### src/rtl/elastic_fifo.sv
// Valid/ready elastic buffer: registered output word plus a DEPTH-1 entry circular
// store, with occupancy count, almost-full flag and synchronous flush.
module elastic_fifo #(
  parameter int DATA_WIDTH        = 32,
  parameter int DEPTH             = 4,
  parameter int ALMOST_FULL_LEVEL = DEPTH - 1,
  localparam int LW               = $clog2(DEPTH + 1)
) (
  input  logic                  clk,
  input  logic                  reset,
  input  logic                  flush,
  input  logic [DATA_WIDTH-1:0] in_data,
  input  logic                  in_valid,
  output logic                  in_ready,
  output logic [DATA_WIDTH-1:0] out_data,
  output logic                  out_valid,
  input  logic                  out_ready,
  output logic [LW-1:0]         level,
  output logic                  almost_full
);

  localparam int SD = DEPTH - 1;
  localparam int PW = (SD > 1) ? $clog2(SD) : 1;

  logic [LW-1:0]         level_q, level_d;
  logic [PW-1:0]         wr_ptr_q, wr_ptr_d;
  logic [PW-1:0]         rd_ptr_q, rd_ptr_d;
  logic [DATA_WIDTH-1:0] out_data_q, out_data_d;
  logic [DATA_WIDTH-1:0] mem_q [SD];

  logic rx, tx, load_in, wr_en, rd_adv;

  // Explicit wrap so SD need not be a power of two.
  function automatic logic [PW-1:0] ptr_inc(input logic [PW-1:0] p);
    return (p == PW'(SD - 1)) ? '0 : p + PW'(1);
  endfunction

  assign in_ready    = (level_q != LW'(DEPTH)) && !reset;
  assign out_valid   = (level_q != '0);
  assign out_data    = out_data_q;
  assign level       = level_q;
  assign almost_full = (level_q >= LW'(ALMOST_FULL_LEVEL));

  always_comb begin
    rx = in_valid && in_ready;
    tx = out_valid && out_ready;
    // Incoming word goes straight to the output register when it would be the head.
    load_in = rx && ((level_q == '0) || ((level_q == LW'(1)) && tx));
    wr_en   = rx && !load_in;
    rd_adv  = tx && (level_q >= LW'(2));

    level_d    = level_q + LW'(rx) - LW'(tx);
    wr_ptr_d   = wr_en  ? ptr_inc(wr_ptr_q) : wr_ptr_q;
    rd_ptr_d   = rd_adv ? ptr_inc(rd_ptr_q) : rd_ptr_q;
    out_data_d = out_data_q;
    if (load_in) begin
      out_data_d = in_data;
    end else if (rd_adv) begin
      out_data_d = mem_q[rd_ptr_q];
    end

    if (flush) begin
      level_d  = '0;
      wr_ptr_d = '0;
      rd_ptr_d = '0;
    end
  end

  always_ff @(posedge clk) begin
    if (reset) begin
      level_q  <= '0;
      wr_ptr_q <= '0;
      rd_ptr_q <= '0;
    end else begin
      level_q  <= level_d;
      wr_ptr_q <= wr_ptr_d;
      rd_ptr_q <= rd_ptr_d;
    end
  end

  // Payload path carries no reset; validity is tracked solely by level_q.
  always_ff @(posedge clk) begin
    out_data_q <= out_data_d;
    if (wr_en && !flush) begin
      mem_q[wr_ptr_q] <= in_data;
    end
  end

endmodule

### config.mk
export PLATFORM = sky130hd
export DESIGN_NAME = elastic_fifo
export DESIGN_NICKNAME = d
export VERILOG_FILES = /design/src/rtl/elastic_fifo.sv
export SDC_FILE = /design/constraint.sdc
export NUM_CORES = 1
export LEC_CHECK = 0
export CAP_MARGIN = 0
export CORE_UTILIZATION = 40
export DETAILED_ROUTE_END_ITERATION = 8
export MAX_ROUTING_LAYER = met4
export PLACE_DENSITY = 0.72
export SYNTH_ARGS = -nofsm -noshare
export SYNTH_HDL_FRONTEND = slang
export SYNTH_SLANG_ARGS = --single-unit
export TNS_END_PERCENT = 5
### constraint.sdc
create_clock -name clk -period 6.4 [get_ports clk]
set_input_delay 1.28 -clock clk [delete_from_list [all_inputs] [get_ports clk]]
set_output_delay 1.28 -clock clk [all_outputs]
set_load 0.02 [all_outputs]
==> reports/summary.log <==
[logic_synthesis] fraction of the yosys area taken by sequential cells 75.05%
[logic_synthesis] number of different library cells in the post-synthesis netlist 32
[critical_path] biggest fanout along the worst timing path 4
[min_path] Hold WC Path Type register to register
[grt] antenna violations before repair 0
[timing] Final Critical Period 3.845 ns
[logic_synthesis] list of most frequent post-synthesis cells 128 x edfxtp_1, 38 x nand2_1, 37 x nor2_1
[critical_path] signal arrival time at the worst endpoint 2.57 ns
[routing] count of unresolved DRC violations after routing 0
[placement] Placer Congestion 0.7572
[timing] Worst Max-Slew Pin Slew 1.191 ns
[logic_synthesis] mean cell area of the mapped netlist 14.89 um2
[floorplanning] core area 0.01282 mm2
[logic_synthesis] Synth Warn # 0
[timing] Max transition margin 20.63%
[grt] GR Overflow Total 0
[timing] number of failing hold endpoints at the final stage 0
[routing] detailed router's first-iteration violation count 248
[critical_path] critical path class input port to primary output
[floorplanning] I/O pin total 75
[power_and_ir_drop] largest vdd supply drop 0.0002122 V
[clock_tree] clock insertion delay at the later pin of the skew report 0.41 ns
[cells_and_area] fraction of layout cells with a size suffix above 1 10.44%
[grt] maximum number of pins on one net before global-route repair 66
[timing] max frequency 260.1 MHz
[logic_synthesis] post-synthesis instance area 0.005361 mm2
[logic_synthesis] cell types with the largest area share after synthesis edfxtp_1 72%, mux2i_1 6.2%, dfxtp_1 3.4%
[routing] Pre-Repair DR Iteration Count 4
[cells_and_area] Net count, final 480
[timing] final count of pins violating max slew 0
[routing] routed via count 3003
[logic_synthesis] synthesized netlist net count 402
[power_and_ir_drop] leakage power summed over all cells 2.263 nW
[floorplanning] floorplan die area 0.01387 mm2
[logic_synthesis] library cell occupying the most area in the post-synthesis netlist edfxtp_1
[critical_path] most used cell, CP clkdlybuf4s50_1
[floorplanning] die height 117.8 um
[routing] drt wl/cell 15.57 um
[timing] Post-Route Setup TNS 0 ns
[clock_tree] Post-CTS Setup Bufs 0
[routing] routed via count divided by cell count 4.828
[clock_tree] hold-fix buffers at CTS 0
[critical_path] Required @ worst endpoint 5.12 ns
[timing] share of the clock period used by the worst path 60.08%
[logic_synthesis] Seq cells post-synth 137
[logic_synthesis] number of synthesized flops with an enable pin 128
[job] max-cap violations 0
[clock_tree] count of cells resized by post-cts repair 0
[clock_tree] clock buffers created by TritonCTS 17
[grt] via count of the first global-routing pass 3112
[logic_synthesis] fraction of synthesis flops using an asynchronous set or reset pin 0%
[clock_tree] Root Buffer clkbuf_16
[routing] antenna viol nets, final 0
[clock_tree] H-tree levels 4
[clock_tree] clock transition time at the flip-flop clock pins of the worst setup and hold paths 0.05 ns
[timing] number of failing setup endpoints in the final timing report 0
[placement] number of buffers inserted by port buffering 74
[logic_synthesis] dominant cell by count in the synthesized netlist edfxtp_1
[floorplanning] placement row count 41
[critical_path] startpoint type of the worst setup path input port
[critical_path] number of buffer and inverter instances along the worst setup path 2
[critical_path] Max stage delay on crit path 0.63 ns
[clock_tree] clk sinks 137
[grt] wire length of the first global-routing pass 15.53 mm
[critical_path] kind of end point of the critical path primary output
[clock_tree] clock tree from TritonCTS yes
[critical_path] cells along the critical path clkdlybuf4s50_1, a21oi_1, clkdlybuf4s50_1
[placement] Detail Placement HPWL 5.580 mm
[critical_path] slowest library cell on the worst path clkdlybuf4s50_1
[status] result of the run finished, final reports clean
[logic_synthesis] most used flip-flop cell after synthesis edfxtp_1
[routing] wire length after detailed routing 9.683 mm
[floorplanning] initial standard-cell utilization of the core 41.80%
[timing] final setup skew 0.009232 ns
[floorplanning] x dimension of the die 117.8 um
[clock_tree] maximum buffer depth of the clock tree 2
[power_and_ir_drop] power per cell area 316.4 mW/mm2
[cells_and_area] Area growth syn-to-layout 28.10%
[cells_and_area] post-layout util 53.55%
[logic_synthesis] count of mapped cells out of synthesis 360
[cells_and_area] Ant. Diodes 0
[grt] global router's overall resource usage 15.07%
[critical_path] cell family contributing the most delay on the critical path buffers and inverters
[logic_synthesis] Synth top area share 71.69%
[timing] RSZ-0062 raised after global routing false
## kinds of logic after synthesis
family	synth area share [%]
xor gates and xnor gates	0.1634
DFF	75.05
and+or+nand+nor	6.955
AOI/OAI and AO/OA	7.608
muxes	6.161
adders and majority gates	1.307
buffers and inverters	2.754
## power breakdown
group,leakage [nW],switching (W),total (W),internal (W)
logic,0.718,0.0000702,0.000130,0.0000596
clock network,0.307,0.000349,0.00104,0.000687
registers,1.24,0.00000717,0.00101,0.00100
## registers in the layout, summed over array words and instances (netlist names), named ones only
signal,flops
level,3
mem_q,96
out_data,32
rd_ptr_q,2
wr_ptr_q,2
## final cells by class
type                            instances  area [um2]
Fill cell                            1063        5957
Tap cell                              172       215.2
Timing Repair Buffer                   77       763.2
Clock inverter                         13       202.7
Sequential cell                       137        4026
Clock buffer                           18       429.2
Multi-Input combinational cell        199        1209
Inverter                                6       22.52
## placed cells by master (no fill, tap or decap), types with 4 or more instances in the layout
cell	Yosys	layout
a21oi_1	34	34
bufinv_16	0	5
clkbuf_16	0	17
clkdlybuf4s50_1	0	74
dfxtp_1	9	7
edfxtp_1	128	128
ha_1	4	4
inv_1	6	6
mux2i_1	33	33
nand2_1	38	38
nor2_1	37	36
o21ai_0	30	30
o21ai_2	5	5
## per-stage QoR
stage | hold slack, ns | instances | setup slack [ns] | total power (W) | cell area [um2]
after global placement | 0.4731 | 591 | 2.412 | 0.001155 | 6236
after detailed placement | 0.4900 | 591 | 2.330 | 0.001158 | 6236
final | 0.4991 | 622 | 2.555 | 0.002173 | 6868
after floorplan | 0.4506 | 360 | 0.7558 | 0.001089 | 5361
after CTS | 0.4989 | 622 | 2.559 | 0.002185 | 6868
after global routing | 0.5174 | 622 | 2.441 | 0.002237 | 6868
## tightest hold or removal path: cells and delay by family (launching register included)
family / cells / cell delay, ns
AND/OR/NAND/NOR: 1 / 0.06
multiplexers: 1 / 0.06
flip-flops: 1 / 0.32
## worst paths after layout
path / slack, ns / cells after the start / endpoint / start
hold reg to reg: 0.50 / 2 / wr_ptr_q[1] / wr_ptr_q[1]
hold / removal: 0.50 / 2 / wr_ptr_q[1] / wr_ptr_q[1]
setup / recovery: 2.55 / 3 / in_ready / reset
setup reg to reg: 3.93 / 3 / out_data[17] / level[1]
## routing by layer
layer / GRT usage [%] / wire length (um) / up-vias
met5: - / 0 / -
met4: 5.288 / 90 / 0
met3: 4.312 / 499 / 9
met2: 23.97 / 4915 / 86
met1: 18.37 / 4178 / 1424
li1: - / - / 1484
(Power assumes the default switching activity.)
